File: src/rtl/noc_request_axi_if.sv
// noc_request_axi_if
// Bundles the AXI AR/AW/W request channels, the NoC request flit channel and
// the transaction-type FIFO write port of the request bridge.
//   slave  : bridge view (accepts AXI, drives NoC flits and type-FIFO writes)
//   master : environment view (accelerator AXI master, NoC router, type FIFO)
interface noc_request_axi_if #(
  parameter int AXI_ADDR_WIDTH = 64
);
  logic [AXI_ADDR_WIDTH-1:0] s_axi_araddr;
  logic [7:0]                s_axi_arlen;
  logic                      s_axi_arvalid;
  logic                      s_axi_arready;
  logic [AXI_ADDR_WIDTH-1:0] s_axi_awaddr;
  logic [7:0]                s_axi_awlen;
  logic                      s_axi_awvalid;
  logic                      s_axi_awready;
  logic [63:0]               s_axi_wdata;
  logic                      s_axi_wlast;
  logic                      s_axi_wvalid;
  logic                      s_axi_wready;
  logic                      noc_valid_out;
  logic [63:0]               noc_data_out;
  logic                      noc_ready_in;
  logic [5:0]                transaction_type_wr_data;
  logic                      transaction_type_wr;
  logic                      transaction_type_full;

  modport slave (
    input  s_axi_araddr, s_axi_arlen, s_axi_arvalid,
    output s_axi_arready,
    input  s_axi_awaddr, s_axi_awlen, s_axi_awvalid,
    output s_axi_awready,
    input  s_axi_wdata, s_axi_wlast, s_axi_wvalid,
    output s_axi_wready,
    output noc_valid_out, noc_data_out,
    input  noc_ready_in,
    output transaction_type_wr_data, transaction_type_wr,
    input  transaction_type_full
  );

  modport master (
    output s_axi_araddr, s_axi_arlen, s_axi_arvalid,
    input  s_axi_arready,
    output s_axi_awaddr, s_axi_awlen, s_axi_awvalid,
    input  s_axi_awready,
    output s_axi_wdata, s_axi_wlast, s_axi_wvalid,
    input  s_axi_wready,
    input  noc_valid_out, noc_data_out,
    output noc_ready_in,
    input  transaction_type_wr_data, transaction_type_wr,
    output transaction_type_full
  );
endinterface

File: src/rtl/noc_request_axi.sv
// noc_request_axi
// AXI-to-OpenPiton request bridge. Each 8-byte AXI beat of an INCR burst on
// AR (or AW+W) becomes one NC load (3 flits) or NC store (4 flits) message,
// and a 6-bit transaction-info word is pushed into the type FIFO when the
// message's header 0 is accepted.
// Ports:
//   clk, rst_n : clock, asynchronous active-low reset
//   bus        : noc_request_axi_if.slave (AXI AR/AW/W, NoC flits, type FIFO)
module noc_request_axi #(
  parameter int          AXI_ADDR_WIDTH = 64,
  parameter int          AXI_DATA_WIDTH = 64,
  parameter logic [13:0] DEST_CHIPID    = 14'd0,
  parameter logic [7:0]  DEST_X         = 8'd0,
  parameter logic [7:0]  DEST_Y         = 8'd0,
  parameter logic [13:0] SRC_CHIPID     = 14'd0,
  parameter logic [7:0]  SRC_X          = 8'd0,
  parameter logic [7:0]  SRC_Y          = 8'd0,
  parameter logic [7:0]  MSHRID         = 8'd0
) (
  input logic                clk,
  input logic                rst_n,
  noc_request_axi_if.slave   bus
);

  typedef enum logic [2:0] {
    IDLE, RD_H0, RD_H1, RD_H2, WR_H0, WR_H1, WR_H2, WR_DATA
  } state_t;

  localparam logic [7:0] MSG_NC_LOAD  = 8'd14;
  localparam logic [7:0] MSG_NC_STORE = 8'd15;

  state_t                    state_q;
  logic [AXI_ADDR_WIDTH-1:0] addr_q;
  logic [7:0]                len_q;
  logic [7:0]                cnt_q;
  logic                      last_wr_q;   // last grant was the write channel

  logic                      grant_rd, grant_wr, fire, last_beat, is_store;
  logic [AXI_DATA_WIDTH-1:0] wdata, wdata_swap;
  logic [63:0]               hdr0, hdr1, hdr2;

  assign wdata = bus.s_axi_wdata;

  // NoC flits are big-endian relative to AXI little-endian beats.
  always_comb begin
    wdata_swap = '0;
    for (int b = 0; b < AXI_DATA_WIDTH / 8; b++)
      wdata_swap[8*b +: 8] = wdata[AXI_DATA_WIDTH-8-8*b +: 8];
  end

  // Round-robin only matters on a conflict; a lone request always wins.
  assign grant_rd = rst_n && (state_q == IDLE) && bus.s_axi_arvalid &&
                    (!bus.s_axi_awvalid || last_wr_q);
  assign grant_wr = rst_n && (state_q == IDLE) && bus.s_axi_awvalid &&
                    (!bus.s_axi_arvalid || !last_wr_q);

  assign is_store  = (state_q == WR_H0);
  assign last_beat = (cnt_q == len_q);

  assign hdr0 = {DEST_CHIPID, DEST_X, DEST_Y, 4'b0,
                 (is_store ? 8'd3 : 8'd2),
                 (is_store ? MSG_NC_STORE : MSG_NC_LOAD),
                 MSHRID, 6'b0};
  assign hdr1 = {addr_q[47:0], 2'b0, 3'b100, 11'b0};
  assign hdr2 = {SRC_CHIPID, SRC_X, SRC_Y, 34'b0};

  always_comb begin
    bus.noc_valid_out            = 1'b0;
    bus.noc_data_out             = '0;
    bus.s_axi_wready             = 1'b0;
    bus.transaction_type_wr_data = '0;
    unique case (state_q)
      RD_H0: begin
        bus.noc_valid_out            = !bus.transaction_type_full;
        bus.noc_data_out             = hdr0;
        bus.transaction_type_wr_data = {1'b0, last_beat, 1'b0, addr_q[3], 2'd1};
      end
      WR_H0: begin
        // Wait for W data before committing to the message, so the data
        // flit can never stall on an absent beat once headers are out.
        bus.noc_valid_out            = !bus.transaction_type_full && bus.s_axi_wvalid;
        bus.noc_data_out             = hdr0;
        bus.transaction_type_wr_data = {bus.s_axi_wlast, 1'b0, 1'b0, 1'b0, 2'd2};
      end
      RD_H1, WR_H1: begin
        bus.noc_valid_out = 1'b1;
        bus.noc_data_out  = hdr1;
      end
      RD_H2, WR_H2: begin
        bus.noc_valid_out = 1'b1;
        bus.noc_data_out  = hdr2;
      end
      WR_DATA: begin
        bus.noc_valid_out = 1'b1;
        bus.noc_data_out  = wdata_swap;
        bus.s_axi_wready  = bus.noc_ready_in;
      end
      default: ;
    endcase
  end

  assign fire                    = bus.noc_valid_out && bus.noc_ready_in;
  assign bus.s_axi_arready       = grant_rd;
  assign bus.s_axi_awready       = grant_wr;
  assign bus.transaction_type_wr = fire && (state_q == RD_H0 || state_q == WR_H0);

  always_ff @(posedge clk or negedge rst_n) begin
    if (!rst_n) begin
      state_q   <= IDLE;
      addr_q    <= '0;
      len_q     <= '0;
      cnt_q     <= '0;
      last_wr_q <= 1'b1;
    end else begin
      unique case (state_q)
        IDLE: begin
          if (grant_rd) begin
            addr_q    <= bus.s_axi_araddr;
            len_q     <= bus.s_axi_arlen;
            cnt_q     <= '0;
            last_wr_q <= 1'b0;
            state_q   <= RD_H0;
          end else if (grant_wr) begin
            addr_q    <= bus.s_axi_awaddr;
            len_q     <= bus.s_axi_awlen;
            cnt_q     <= '0;
            last_wr_q <= 1'b1;
            state_q   <= WR_H0;
          end
        end
        RD_H0:   if (fire) state_q <= RD_H1;
        RD_H1:   if (fire) state_q <= RD_H2;
        WR_H0:   if (fire) state_q <= WR_H1;
        WR_H1:   if (fire) state_q <= WR_H2;
        WR_H2:   if (fire) state_q <= WR_DATA;
        RD_H2, WR_DATA: begin
          if (fire) begin
            if (last_beat) begin
              state_q <= IDLE;
            end else begin
              cnt_q   <= cnt_q + 8'd1;
              addr_q  <= addr_q + AXI_ADDR_WIDTH'(8);
              state_q <= (state_q == RD_H2) ? RD_H0 : WR_H0;
            end
          end
        end
        default: state_q <= IDLE;
      endcase
    end
  end

endmodule

File: src/flat_wrapper.sv
// flat-port wrapper written by rule: the top's interface ports become plain ports
module noc_request_axi_flat 
#(
  parameter int          AXI_ADDR_WIDTH = 64,
  parameter int          AXI_DATA_WIDTH = 64,
  parameter logic [13:0] DEST_CHIPID    = 14'd0,
  parameter logic [7:0]  DEST_X         = 8'd0,
  parameter logic [7:0]  DEST_Y         = 8'd0,
  parameter logic [13:0] SRC_CHIPID     = 14'd0,
  parameter logic [7:0]  SRC_X          = 8'd0,
  parameter logic [7:0]  SRC_Y          = 8'd0,
  parameter logic [7:0]  MSHRID         = 8'd0
)
  (clk, rst_n, bus_s_axi_araddr, bus_s_axi_arlen, bus_s_axi_arvalid, bus_s_axi_arready, bus_s_axi_awaddr, bus_s_axi_awlen, bus_s_axi_awvalid, bus_s_axi_awready, bus_s_axi_wdata, bus_s_axi_wlast, bus_s_axi_wvalid, bus_s_axi_wready, bus_noc_valid_out, bus_noc_data_out, bus_noc_ready_in, bus_transaction_type_wr_data, bus_transaction_type_wr, bus_transaction_type_full);
  noc_request_axi_if #(.AXI_ADDR_WIDTH(AXI_ADDR_WIDTH)) bus_i ();
  input logic clk;
  input logic rst_n;
  input wire logic [$bits(bus_i.s_axi_araddr)-1:0] bus_s_axi_araddr;
  input wire logic [$bits(bus_i.s_axi_arlen)-1:0] bus_s_axi_arlen;
  input wire logic [$bits(bus_i.s_axi_arvalid)-1:0] bus_s_axi_arvalid;
  output wire logic [$bits(bus_i.s_axi_arready)-1:0] bus_s_axi_arready;
  input wire logic [$bits(bus_i.s_axi_awaddr)-1:0] bus_s_axi_awaddr;
  input wire logic [$bits(bus_i.s_axi_awlen)-1:0] bus_s_axi_awlen;
  input wire logic [$bits(bus_i.s_axi_awvalid)-1:0] bus_s_axi_awvalid;
  output wire logic [$bits(bus_i.s_axi_awready)-1:0] bus_s_axi_awready;
  input wire logic [$bits(bus_i.s_axi_wdata)-1:0] bus_s_axi_wdata;
  input wire logic [$bits(bus_i.s_axi_wlast)-1:0] bus_s_axi_wlast;
  input wire logic [$bits(bus_i.s_axi_wvalid)-1:0] bus_s_axi_wvalid;
  output wire logic [$bits(bus_i.s_axi_wready)-1:0] bus_s_axi_wready;
  output wire logic [$bits(bus_i.noc_valid_out)-1:0] bus_noc_valid_out;
  output wire logic [$bits(bus_i.noc_data_out)-1:0] bus_noc_data_out;
  input wire logic [$bits(bus_i.noc_ready_in)-1:0] bus_noc_ready_in;
  output wire logic [$bits(bus_i.transaction_type_wr_data)-1:0] bus_transaction_type_wr_data;
  output wire logic [$bits(bus_i.transaction_type_wr)-1:0] bus_transaction_type_wr;
  input wire logic [$bits(bus_i.transaction_type_full)-1:0] bus_transaction_type_full;
  assign bus_i.s_axi_araddr = bus_s_axi_araddr;
  assign bus_i.s_axi_arlen = bus_s_axi_arlen;
  assign bus_i.s_axi_arvalid = bus_s_axi_arvalid;
  assign bus_s_axi_arready = bus_i.s_axi_arready;
  assign bus_i.s_axi_awaddr = bus_s_axi_awaddr;
  assign bus_i.s_axi_awlen = bus_s_axi_awlen;
  assign bus_i.s_axi_awvalid = bus_s_axi_awvalid;
  assign bus_s_axi_awready = bus_i.s_axi_awready;
  assign bus_i.s_axi_wdata = bus_s_axi_wdata;
  assign bus_i.s_axi_wlast = bus_s_axi_wlast;
  assign bus_i.s_axi_wvalid = bus_s_axi_wvalid;
  assign bus_s_axi_wready = bus_i.s_axi_wready;
  assign bus_noc_valid_out = bus_i.noc_valid_out;
  assign bus_noc_data_out = bus_i.noc_data_out;
  assign bus_i.noc_ready_in = bus_noc_ready_in;
  assign bus_transaction_type_wr_data = bus_i.transaction_type_wr_data;
  assign bus_transaction_type_wr = bus_i.transaction_type_wr;
  assign bus_i.transaction_type_full = bus_transaction_type_full;
  noc_request_axi #(.AXI_ADDR_WIDTH(AXI_ADDR_WIDTH), .AXI_DATA_WIDTH(AXI_DATA_WIDTH), .DEST_CHIPID(DEST_CHIPID), .DEST_X(DEST_X), .DEST_Y(DEST_Y), .SRC_CHIPID(SRC_CHIPID), .SRC_X(SRC_X), .SRC_Y(SRC_Y), .MSHRID(MSHRID)) u_core (.clk(clk), .rst_n(rst_n), .bus(bus_i));
endmodule
File: config.mk
export PLATFORM = sky130hd
export DESIGN_NAME = noc_request_axi_flat
export DESIGN_NICKNAME = d
export VERILOG_FILES = /design/src/rtl/noc_request_axi_if.sv /design/src/rtl/noc_request_axi.sv /design/src/flat_wrapper.sv
export SDC_FILE = /design/constraint.sdc
export NUM_CORES = 1
export LEC_CHECK = 0
export ABC_AREA = 1
export BUFFER_PORTS_ARGS = -buffer_cell sky130_fd_sc_hd__buf_2
export CAP_MARGIN = 20
export CORE_UTILIZATION = 50
export CTS_CLUSTER_DIAMETER = 40
export DETAILED_ROUTE_END_ITERATION = 10
export HOLD_SLACK_MARGIN = 0.06
export PLACE_DENSITY_LB_ADDON = 0.1
export REMOVE_ABC_BUFFERS = 1
export SETUP_SLACK_MARGIN = 0.5
export SLEW_MARGIN = 20
export SYNTH_ARGS = -nofsm -noshare
export SYNTH_HDL_FRONTEND = slang
export SYNTH_SLANG_ARGS = --single-unit
File: constraint.sdc
create_clock -name clk -period 4.4 [get_ports clk]
set_input_delay 0.88 -clock clk [delete_from_list [all_inputs] [get_ports clk]]
set_output_delay 0.88 -clock clk [all_outputs]
set_load 0.02 [all_outputs]
**Word level (Yosys, flattened, before mapping)**

Cells that the tools add are included.

- Bits of input ports: 216
- Word-level logic and storage cells: 79
- Output and inout bits: 75
- Flip-flop bits (word level): 84

- Multiplexer cells: 31
- $add $sub $neg: 2
- Equal/unequal tests: 16
- Reduce and logical (&&, ||, !) cells: 25

Operator list:

| kind | count |
|---|---|
| $mux 64 | 4 |
| $pmux 64 s3 | 1 |
| $pmux 64 s2 | 1 |
| $add 64x4->64 const B | 1 |
| $mux 8 | 6 |
| $mux 3 | 10 |
| $pmux 3 s7 | 1 |
| $pmux 8 s2 | 1 |
| $eq 3x3->1 const B | 4 |
| $ne 2x1->1 const B | 6 |
| $pmux 6 s2 | 1 |
| $add 8x1->8 const B | 1 |
| $eq 8x8->1 | 1 |
| $logic_and 1x1->1 | 8 |
| $reduce_and 7->1 | 1 |
| $eq 3x2->1 const B | 2 |
| $reduce_or 2->1 | 3 |
| $mux 1 | 5 |
| $reduce_or 5->1 | 1 |
| $logic_not 1->1 | 4 |
| $reduce_and 4->1 | 1 |
| $reduce_bool 2->1 | 2 |
| $eq 3x1->1 const B | 1 |
| $logic_not 3->1 | 1 |
| other kinds (5) | 7 |

**Depth between registers and ports, before layout**

Gate-level depths: netlist of the first run.

- Depth after elaboration: 7
- Mapped depth: 13
- Depth with buffers taken out: 12

**Least setup slack after synthesis of the first run**

Ideal clock, no wire load.

- Path type: input-to-output
- From: input port bus_s_axi_awvalid
- To: output port bus_s_axi_arready
- Path slack: 1.913 ns
- Data arrival time: 1.607 ns
- Required time: 3.520 ns
- Stages on the path: 5
- Path buffers: 2
- Path through: inv_1 -> o21ai_2 -> nor2_8 -> buf_2 -> buf_4

- Word-level cells in the longest chain between the ends: 3

Ends and longest elaborated chain:

| element | RTL line | source |
|---|---|---|
| start, declared | flat_wrapper.sv:24 | `input wire logic [$bits(bus_i.s_axi_awvalid)-1:0] bus_s_axi_awvalid;` |
| $logic_not 1->1 | noc_request_axi.sv:53 | `(!bus.s_axi_awvalid \|\| last_wr_q);` |
| $logic_or 1x1->1 | noc_request_axi.sv:53 |  |
| $logic_and 1x1->1 | noc_request_axi.sv:52 | `assign grant_rd = rst_n && (state_q == IDLE) && bus.s_axi_arvalid &&` |
| end, declared | flat_wrapper.sv:21 | `output wire logic [$bits(bus_i.s_axi_arready)-1:0] bus_s_axi_arready;` |

Every way passes these cells.

**Worst setup path after layout of the first run**

- From: register u_core.state_q[0]
- To: output port bus_noc_data_out[6]

- Word-level cells in the longest chain between the ends: 3
- Elaborated cells on any way between the ends: 8
- Those cells by class: 5 x eq/ne; 1 x mux; 2 x reduce/logical

Ends and longest elaborated chain:

| element | RTL line | source |
|---|---|---|
| start, declared | noc_request_axi.sv:32 | `state_t state_q;` |
| start signal, assigned | noc_request_axi.sv:143 | `state_q <= (state_q == RD_H2) ? RD_H0 : WR_H0;` |
| $eq 3x2->1 (tied with other cells) | noc_request_axi.sv:72 | `unique case (state_q)` |
| $reduce_or 2->1, on equally long branches | n/a |  |
| $pmux 64 s3 (*) | noc_request_axi.sv:72 |  |
| end, declared | flat_wrapper.sv:31 | `output wire logic [$bits(bus_i.noc_data_out)-1:0] bus_noc_data_out;` |

Every way passes the cells marked *; elsewhere a longest branch is shown, timed or not.

==> flow_metrics.env, run 1 <==
export IMPL_avgSynthCellArea_um2=5.794
export IMPL_syn_area_um2=6153
export IMPL_cp_top_family="simple AND/OR/NAND/NOR gates"
export IMPL_nets=1511
export IMPL_area_growth_pct=26.58
export IMPL_hold_viol_final=0
export IMPL_synthCells=1062
export IMPL_critPathCapture="bus_noc_data_out[6]"
export IMPL_drt_iter0_drc=427
export IMPL_period_share_pct=78.45
export IMPL_drive_gt1_share_pct=23.73
export IMPL_synth_edf_count=0
export IMPL_viasPerCell=5.133
export IMPL_end_kind="output pin"
export IMPL_wl_per_cell_um=13.55
export IMPL_core_area_um2=12010
export IMPL_grt_setup_unrepaired="false"
export IMPL_die_h_um=112.9
export IMPL_seqCellArea_um2=1703
export IMPL_hold_path_class="flip-flop to flip-flop"
export IMPL_yosysSeqAreaShare_pct=27.67
export IMPL_path_class="flip-flop to output pin"
export IMPL_first_global_vias=6706
export IMPL_clock_fmax_mhz=289.7
export IMPL_clk_latency_ns=0.34
export IMPL_max_slew_margin_rel_pct=33.57
export IMPL_power_density_nw_per_um2=661.5
export IMPL_cts_sink_count=68
export IMPL_clock_path_buffers=2
export IMPL_fin_tns_setup_ns=0
export IMPL_dr_total_vias=7417
export IMPL_fp_dieW_um=112.9
export IMPL_utilization_pct=64.84
export IMPL_dp_cells=1429
export IMPL_ir_worst_vdd_uv=391.3
export IMPL_ys_types=38
export IMPL_fp_dieArea_um2=12750
export IMPL_worst_path_buf_inv=2
export IMPL_nFillCells=1223
export IMPL_cp_cell_sequence="nand2_1, nor2_4, inv_1, nor2_1, buf_2"
export IMPL_grt_max_degree=83
export IMPL_drc=0
export IMPL_fp_row_count=40
export IMPL_cp_startpoint="u_core.state_q[0]"
export IMPL_grt_pass1_wl_mm=31.57
export IMPL_worstHoldStart="u_core.last_wr_q"
export IMPL_clk_pin_slew_ns=0.06
export IMPL_insertedDiodeCount=0
export IMPL_status="completed"
export IMPL_holdBufCountCts=0
export IMPL_post_cts_buffers=0
export IMPL_worst_path_stages=5
export IMPL_gr_total_overflow=0
export IMPL_ant_nets=0
export IMPL_reg2reg_from="u_core.state_q[0]"
export IMPL_final_max_slew_viol_count=0
export IMPL_rrSetupSlack_ns=1.57
export IMPL_min_period_ns=3.452
export IMPL_synthArstFlopShare_pct=100.0
export IMPL_setup_viol_count_final=0
export IMPL_cts_buffers=9
export IMPL_port_buffers=257
export IMPL_leakage_nw=4.212
export IMPL_num_io_pins=291
export IMPL_gp_congestion=0.9285
export IMPL_worst_slew_pin_slew_ns=0.9930
export IMPL_initial_core_util_pct=51.23
export IMPL_track_usage_pct=31.23
export IMPL_dp_hpwl_mm=14.26
export IMPL_cp_max_fo=37
export IMPL_ys_flop_type="dfrtp_1"
export IMPL_finalPower_mw=5.152
export IMPL_cp_start_kind="flip-flop"
export IMPL_multi_input_area_um2=3739
export IMPL_final_cell_mix="379 x nand2_1, 256 x buf_2, 144 x nor2_1"
export IMPL_finalClockSkew_ns=0.006862
export IMPL_root_buffer="clkbuf_16"
export IMPL_cp_required_ns=3.52
export IMPL_instances_no_fill=1445
export IMPL_synth_warnings=0
export IMPL_cpMaxStageDelayCell="nor2_4"
export IMPL_totalWireLength_mm=19.58
export IMPL_r2r_cells=8
export IMPL_drt_pass1_iter_count=7
export IMPL_critical_path_max_stage_delay_ns=0.71
export IMPL_ys_ff_latch=68
export IMPL_antenna_found_initial=0
export IMPL_cts_repair_resize_count=0
export IMPL_maxCapViolations=0
export IMPL_cts_tree="done"
export IMPL_timing_rr_end="u_core.addr_q[32]"
export IMPL_htree_num_levels=3
export IMPL_worstPathArrival_ns=2.57
export IMPL_layout_commonest_cell="nand2_1"
==> flip-flops by register name, indices dropped and copies added, names as in the netlist <==
signal / cells
u_core.len_q: 8
u_core.state_q: 3
u_core.addr_q: 48
u_core.last_wr_q: 1
u_core.cnt_q: 8
==> tightest hold or removal path: stages, from the launching register on <==
cell,delay (ns)
dfstp_2,0.38
nand2_1,0.06
nand2_1,0.05
==> worst min path at each step <==
stage | slack (ns) | to | cells past startpoint
2_1_floorplan | 0.45 | u_core.addr_q[0] | 2
3_3_place_gp | 0.47 | u_core.addr_q[0] | 2
3_5_place_dp | 0.48 | u_core.addr_q[0] | 2
4_1_cts | 0.50 | u_core.last_wr_q | 2
5_1_grt | 0.50 | u_core.last_wr_q | 2
6_report | 0.49 | u_core.last_wr_q | 2
==> power by group <==
part	internal [mW]	leakage [nW]	total (mW)	switching, mW
Clock	0.584	0.173	0.870	0.286
Combinational	0.977	3.20	2.99	2.01
Sequential	0.928	0.841	1.29	0.366
==> stage by stage <==
step	hold slack, ns	worst slack (ns)	area [µm²]
after floorplan	0.4520	-0.1226	5904
after global placement	0.4683	1.389	7437
after detailed placement	0.4810	1.318	7437
after CTS	0.4950	0.9456	7789
after global routing	0.5033	0.7705	7789
final	0.4909	0.9480	7789
==> metal layers <==
metal	vias up	GRT usage [%]	wire, µm
met3	31	4.606	1285
li1	3830	-	-
met1	3270	39.94	8733
met4	0	11.23	428
met2	286	53.79	9132
met5	-	0	0
==> synth_stat cells, drive strengths merged, types with 2 or more instances <==
| library cell | n | area share, % |
|---|---|---|
| xnor2 | 3 | 0.43 |
| o211ai | 15 | 1.8 |
| nand4 | 12 | 1.2 |
| or2 | 6 | 0.61 |
| dfrtp | 67 | 27 |
| xor2 | 10 | 1.4 |
| clkbuf | 13 | 0.79 |
| a21oi | 25 | 2.0 |
| nor2 | 152 | 10 |
| nand3 | 66 | 5.8 |
| nand2 | 384 | 24 |
| inv | 124 | 7.6 |
| ha | 2 | 0.41 |
| o31ai | 2 | 0.24 |
| o22ai | 13 | 1.3 |
| nor3 | 3 | 0.24 |
| o21ai | 127 | 10 |
| buf | 31 | 3.3 |
==> cells by family after synthesis <==
kind of cell	Yosys count	share of synthesized area [%]
adders and majority gates	2	0.4066
DFF	68	27.67
buffers and inverters	168	11.69
other	1	0.06094
and+or+nand+nor	625	42.09
xor gates and xnor gates	13	1.850
AOI/OAI and AO/OA	185	16.23
==> cell type report <==
type                       count  area share (%)
timing repair buffer         264           17.22
clock buffer                  12           3.293
tap                          147           2.361
sequential                    68           21.86
multi-input combinational    826           48.00
inverter                     124           6.040
clock inverter                 4           1.221
Power figures use the tool's default switching activity.
==> inputs of run 2 (changes only) <==
ABC_AREA = 0   (was 1)
CORE_AREA = 2 2 112 114   (was default)
CORE_UTILIZATION = default   (was 50)
DIE_AREA = 0 0 114 116   (was default)
clock period = 3.5 ns   (was 4.4 ns; I/O delays follow)
==> run 2 against run 1 <==
  * Cell count fell by 26%
  * Worst hold slack improved by 0.037 ns
  * First-iteration DRC count is 35% higher
  * Via count is 9.6% lower
  * Clock skew is 0.0010 ns higher
  * Synthesized cell count fell by 35%
  * Die area is 3.7% higher
  * Non-clock buffer count grew 14
  * Clock-buffer cell count shrank 2
  * Design area is 5.3% lower
  * Critical path depth unchanged
  * Critical path type unchanged
  * Largest cell class unchanged
  * Largest power group unchanged
==> flow_metrics.env, run 2 <==
export IMPL_grt_pass1_wl_mm=31.37
export IMPL_antenna_found_initial=0
export IMPL_port_buffers=257
export IMPL_synthTopCellsByArea="dfrtp_1 30%, a22o_1 8.2%, nand2_1 5.2%, nor2_1 3.5%, mux2i_1 3.4%"
export IMPL_yosysSeqAreaShare_pct=30.65
export IMPL_hold_viol_final=0
export IMPL_final_cell_mix="256 x buf_2, 76 x nand2_1, 66 x dfrtp_1"
export IMPL_drc=0
export IMPL_synth_warnings=0
export IMPL_drt_iter0_drc=577
export IMPL_insertedDiodeCount=0
export IMPL_area_growth_pct=32.77
export IMPL_root_buffer="clkbuf_16"
export IMPL_clock_path_buffers=2
export IMPL_multi_input_area_um2=3610
export IMPL_dp_hpwl_mm=14.53
export IMPL_num_io_pins=291
export IMPL_pre_cts_ws_ns=0.5933
export IMPL_cp_top_family="buffers and inverters"
export IMPL_power_density_nw_per_um2=863.4
export IMPL_max_slew_margin_rel_pct=38.99
export IMPL_dp_cells=1054
export IMPL_largest_register_ffs=48
export IMPL_drt_pass1_iter_count=5
export IMPL_cp_start_kind="flip-flop"
export IMPL_period_share_pct=83.47
export IMPL_fp_dieW_um=114
export IMPL_min_period_ns=2.921
export IMPL_maxCapViolations=0
export IMPL_fp_row_count=40
export IMPL_finalClockSkew_ns=0.007872
export IMPL_worstPathArrival_ns=2.22
export IMPL_hold_path_class="flip-flop to flip-flop"
export IMPL_cts_sink_count=68
export IMPL_synth_edf_count=0
export IMPL_avgSynthCellArea_um2=8.040
export IMPL_cts_buffers=9
export IMPL_status="completed"
export IMPL_grt_setup_unrepaired="false"
export IMPL_reg_top3="u_core.addr_q (48), u_core.cnt_q (8), u_core.len_q (8)"
export IMPL_leakage_nw=3.623
export IMPL_clock_fmax_mhz=342.3
export IMPL_final_cell_area_um2=7376
export IMPL_track_usage_pct=30.36
export IMPL_htree_num_levels=3
export IMPL_instances_no_fill=1072
export IMPL_seqCellArea_um2=1704
export IMPL_worst_path_buf_inv=3
export IMPL_critical_path_max_stage_delay_ns=0.58
export IMPL_gr_total_overflow=0
export IMPL_grt_max_degree=69
export IMPL_setup_viol_count_final=0
export IMPL_syn_area_um2=5555
export IMPL_cp_cell_sequence="inv_1, mux2_4, buf_12, a22o_1, buf_2"
export IMPL_gp_congestion=0.8782
export IMPL_cp_required_ns=2.80
export IMPL_die_h_um=116
export IMPL_fp_dieArea_um2=13220
export IMPL_worst_slew_pin_slew_ns=0.9151
export IMPL_cpMaxStageDelayCell="dfrtp_1"
export IMPL_end_kind="output pin"
export IMPL_path_class="flip-flop to output pin"
export IMPL_synth_top_cell_area_share_pct=30.18
export IMPL_final_max_slew_viol_count=0
export IMPL_initial_core_util_pct=46.64
export IMPL_nFillCells=1093
export IMPL_cts_tree="done"
export IMPL_viasPerCell=6.252
export IMPL_ant_nets=0
export IMPL_nets=1138
export IMPL_clk_pin_slew_ns=0.06
export IMPL_dr_total_vias=6702
export IMPL_largest_register="u_core.addr_q"
export IMPL_totalWireLength_mm=20.94
export IMPL_ys_ff_latch=68
export IMPL_postLayoutSetupSlackWorst_ns=0.5786
export IMPL_first_global_vias=6180
export IMPL_layout_commonest_cell="buf_2"
export IMPL_core_area_um2=11910
export IMPL_clk_latency_ns=0.34
export IMPL_yosysTopAreaCell="dfrtp_1"
export IMPL_synthCells=691
export IMPL_synth_common_cells="77 x nand2_1, 67 x dfrtp_1, 52 x a22o_1, 52 x nor2_1, 49 x clkbuf_1"
export IMPL_synthArstFlopShare_pct=100.0
export IMPL_ys_flop_type="dfrtp_1"
export IMPL_holdBufCountCts=0
export IMPL_yosysMostFrequentCell="nand2_1"
export IMPL_drive_gt1_share_pct=36.11
export IMPL_wl_per_cell_um=19.53
export IMPL_place_area_um2=6989
export IMPL_ys_types=65
export IMPL_cp_max_fo=23
export IMPL_ir_worst_vdd_uv=363.8
[run 2: cell types whose count changed after synthesis, moves of 30 or more]
cell / previous run / this run
nand2_1: 379 / 77
inv_1: 118 / 14
nor2_1: 145 / 52
o21ai_0: 96 / 24
a22o_1: 1 / 52
clkbuf_1: 13 / 49
nand3_1: 64 / 28
o21ai_1: 30 / 0
[run 2: cell type report]
class	instances	area share, %
clock inverters	6	1.510
well taps	147	2.494
inverters	15	0.7634
flip-flops and latches	68	23.10
multi-input cells	548	48.94
repair buffers	278	19.95
clock buffers	10	3.240
[run 2: final timing paths]
| kind | from | to | slack [ns] | cells past startpoint |
|---|---|---|---|---|
| setup / recovery | u_core.state_q[1] | bus_noc_data_out[39] | 0.58 | 5 |
| hold / removal | u_core.addr_q[1] | u_core.addr_q[1] | 0.53 | 2 |
| setup reg to reg | u_core.addr_q[11] | u_core.addr_q[47] | 0.69 | 5 |
| hold reg to reg | u_core.addr_q[1] | u_core.addr_q[1] | 0.53 | 2 |
| max in group asynchronous | rst_n | u_core.state_q[0] | 2.21 | 2 |
| min in group asynchronous | rst_n | u_core.addr_q[8] | 0.62 | 2 |
[run 2: kinds of logic (layout without fill, tap and decap cells)]
kind of cell / count (synthesis) / count (layout) / share of synthesized area (%)
and+or+nand+nor: 274 / 275 / 25.61
AOI/OAI and AO/OA: 224 / 224 / 29.46
buffers and inverters: 77 / 309 / 5.653
DFF: 68 / 68 / 30.65
muxes: 32 / 33 / 6.059
xor gates and xnor gates: 13 / 13 / 2.050
adders and majority gates: 2 / 2 / 0.4504
other: 1 / 1 / 0.06750
[run 2: worst register-to-register path, stage by stage (launching register included)]
cell and delay [ns]:
dfrtp_1 0.48, nand4_2 0.27, or4_1 0.87, or4b_4 0.63, or4_1 0.40, nand3_1 0.09
[run 2: repair_timing]
action	4_1_cts	5_1_grt
setup buffers	0	0
setup endpoints to repair	46	37
endpoints found under the hold margin	0	0
gates resized for setup	4	2
pin swaps	0	1
gates cloned	1	1
[run 2: routing by layer]
metal | routed length, µm | GRT usage [%] | vias up
li1 | - | - | 3123
met1 | 8609 | 40.41 | 3200
met2 | 10220 | 52.06 | 358
met3 | 1896 | 4.969 | 21
met4 | 211 | 7.073 | 0
met5 | 0 | 0 | -
[run 2: power by group]
part / total [mW] / switching (mW) / internal, mW
registers: 1.69 / 0.552 / 1.14
clock network: 1.08 / 0.363 / 0.715
logic: 3.60 / 2.19 / 1.41
[run 2: through the flow]
stage	TNS, ns	total power [mW]	utilization, %	hold slack, ns
global placement	0	5.081	58.66	0.5024
CTS	0	6.321	61.84	0.5260
global route	0	6.763	61.92	0.5666
detailed placement	0	5.185	58.68	0.5067
finish	0	6.368	61.92	0.5282
floorplan	-53.72	3.883	-	0.4044
==> inputs of run 3 (changes only) <==
clock period = 3 ns   (was 3.5 ns; I/O delays follow)
==> run 3 against run 2 <==
  * Cell count increased by 4.4%
  * First-iteration DRC count increased by 19%
  * Global-route usage increased by 1.7 points
  * Worst hold slack got worse by 0.032 ns
  * Register-to-register slack got worse by 0.15 ns
  * Largest power group unchanged
==> flow_metrics.env, run 3 (same netlist as run 2, synthesis figures left out) <==
export IMPL_grt_max_degree=69
export IMPL_instances_no_fill=1119
export IMPL_hold_path_class="input port to flip-flop"
export IMPL_cp_startpoint="u_core.state_q[2]"
export IMPL_totalWireLength_mm=23.65
export IMPL_r2r_cells=5
export IMPL_track_usage_pct=32.11
export IMPL_fp_dieW_um=114
export IMPL_first_global_vias=6459
export IMPL_cp_start_kind="flip-flop"
export IMPL_cts_tree="done"
export IMPL_clk_pin_slew_ns=0.06
export IMPL_drive_gt1_share_pct=40.27
export IMPL_ant_nets=0
export IMPL_grt_setup_unrepaired="true"
export IMPL_reg2reg_from="u_core.addr_q[20]"
export IMPL_ir_worst_vdd_uv=556.9
export IMPL_timing_rr_end="u_core.addr_q[47]"
export IMPL_worst_slew_pin_slew_ns=0.9305
export IMPL_maxCapViolations=0
export IMPL_cts_buffers=9
export IMPL_end_kind="output pin"
export IMPL_cp_required_ns=2.40
export IMPL_period_share_pct=85.14
export IMPL_min_period_ns=2.554
export IMPL_wl_per_cell_um=21.13
export IMPL_dp_hpwl_mm=14.92
export IMPL_clk_latency_ns=0.34
export IMPL_drt_iter0_drc=685
export IMPL_htree_num_levels=3
export IMPL_drc=0
export IMPL_max_slew_margin_rel_pct=37.96
export IMPL_num_io_pins=291
export IMPL_finalClockSkew_ns=0.007984
export IMPL_rrSetupSlack_ns=0.54
export IMPL_clock_path_buffers=2
export IMPL_drt_pass1_iter_count=5
export IMPL_final_max_slew_viol_count=0
export IMPL_die_h_um=116
export IMPL_antenna_found_initial=1
export IMPL_power_density_nw_per_um2=1020
export IMPL_leakage_nw=3.864
export IMPL_clock_fmax_mhz=391.5
export IMPL_hold_viol_final=0
export IMPL_finalPower_mw=8.063
export IMPL_reg_top3="u_core.addr_q (48), u_core.cnt_q (8), u_core.len_q (8)"
export IMPL_status="completed"
export IMPL_gp_congestion=0.8683
export IMPL_root_buffer="clkbuf_16"
export IMPL_nets=1184
export IMPL_worstPathArrival_ns=1.95
export IMPL_critPathCapture="bus_s_axi_awready"
export IMPL_layout_commonest_cell="buf_2"
export IMPL_dp_cells=1064
export IMPL_area_growth_pct=42.30
export IMPL_final_cell_mix="245 x buf_2, 76 x nand2_1, 60 x buf_4, 60 x dfrtp_1, 52 x a22o_1"
export IMPL_largest_register_ffs=48
export IMPL_cts_sink_count=68
export IMPL_largest_register="u_core.addr_q"
export IMPL_holdBufCountCts=0
export IMPL_nFillCells=1018
export IMPL_cp_max_fo=6
export IMPL_path_class="flip-flop to output pin"
export IMPL_initial_core_util_pct=46.64
export IMPL_viasPerCell=6.429
export IMPL_grt_pass1_wl_mm=33.42
export IMPL_dr_total_vias=7194
export IMPL_setup_viol_count_final=0
export IMPL_fp_dieArea_um2=13220
export IMPL_port_buffers=257
export IMPL_fp_row_count=40
export IMPL_gr_total_overflow=0
export IMPL_core_area_um2=11910
run 3: cell count changes in the layout (fill, tap and decap cells not counted), sizes merged:
cell	previous run	this run
buf	278	315
or4	12	14
mux2	14	19
clkinvlp	1	2
clkinv	2	4
clkbuf	10	11
inv	15	14
diode	0	1
bufinv	3	2
run 3: final cells by class:
class | instances | area, µm² | share of cell area [%]
Multi-Input combinational cell | 555 | 3760 | 47.56
Clock buffer | 9 | 225.2 | 2.849
Sequential cell | 68 | 1712 | 21.65
Antenna cell | 1 | 2.502 | 0.03166
Tap cell | 147 | 183.9 | 2.327
Timing Repair Buffer | 317 | 1858 | 23.50
Clock inverter | 7 | 100.1 | 1.266
Inverter | 15 | 63.81 | 0.8072
run 3: power breakdown:
group	switching, mW	internal (mW)	total (mW)
Combinational	2.87	2.01	4.88
Sequential	0.665	1.33	2.00
Clock	0.448	0.734	1.18
Total	3.99	4.08	8.06
run 3: per-stage QoR:
stage | worst slack (ns) | setup TNS (ns) | hold slack, ns | instance area, µm² | utilization (%)
finish | 0.4459 | 0 | 0.4958 | 7905 | 66.37
floorplan | -1.538 | -93.34 | 0.3044 | 5298 | -
detailed placement | 0.2153 | 0 | 0.5128 | 7049 | 59.18
global placement | 0.2811 | 0 | 0.4956 | 7049 | 59.18
CTS | 0.5033 | 0 | 0.4948 | 7530 | 63.21
global route | 0.3508 | 0 | 0.4980 | 7903 | 66.34
run 3: what timing repair did:
action | 4_1_cts | 5_1_grt
resized for setup | 17 | 30
setup endpoints to repair | 65 | 73
buffers inserted | 7 | 21
pin swaps | 1 | 6
cloned | 3 | 7
run 3: per-layer routing:
| metal | routed length (µm) | track usage (%) |
|---|---|---|
| met4 | 767 | 11.63 |
| met1 | 9439 | 41.35 |
| met5 | 0 | 0 |
| met2 | 11160 | 54.44 |
| met3 | 2279 | 5.649 |
run 3: worst min-delay path by stage:
stage	from	end	slack, ns	cells after the start
2_1_floorplan	rst_n	u_core.addr_q[0]	0.30	0
3_5_place_dp	u_core.last_wr_q	u_core.last_wr_q	0.51	2
6_report	bus_s_axi_arlen[6]	u_core.len_q[6]	0.50	3
3_3_place_gp	u_core.addr_q[1]	u_core.addr_q[1]	0.50	2
5_1_grt	bus_s_axi_arlen[5]	u_core.len_q[5]	0.50	3
4_1_cts	bus_s_axi_arlen[5]	u_core.len_q[5]	0.49	3
run 3: worst max-delay path, stage by stage (launching register included):
cell,delay (ns)
dfrtp_2,0.46
buf_4,0.15
or4b_4,0.53
or2_4,0.28
inv_1,0.06
buf_4,0.13
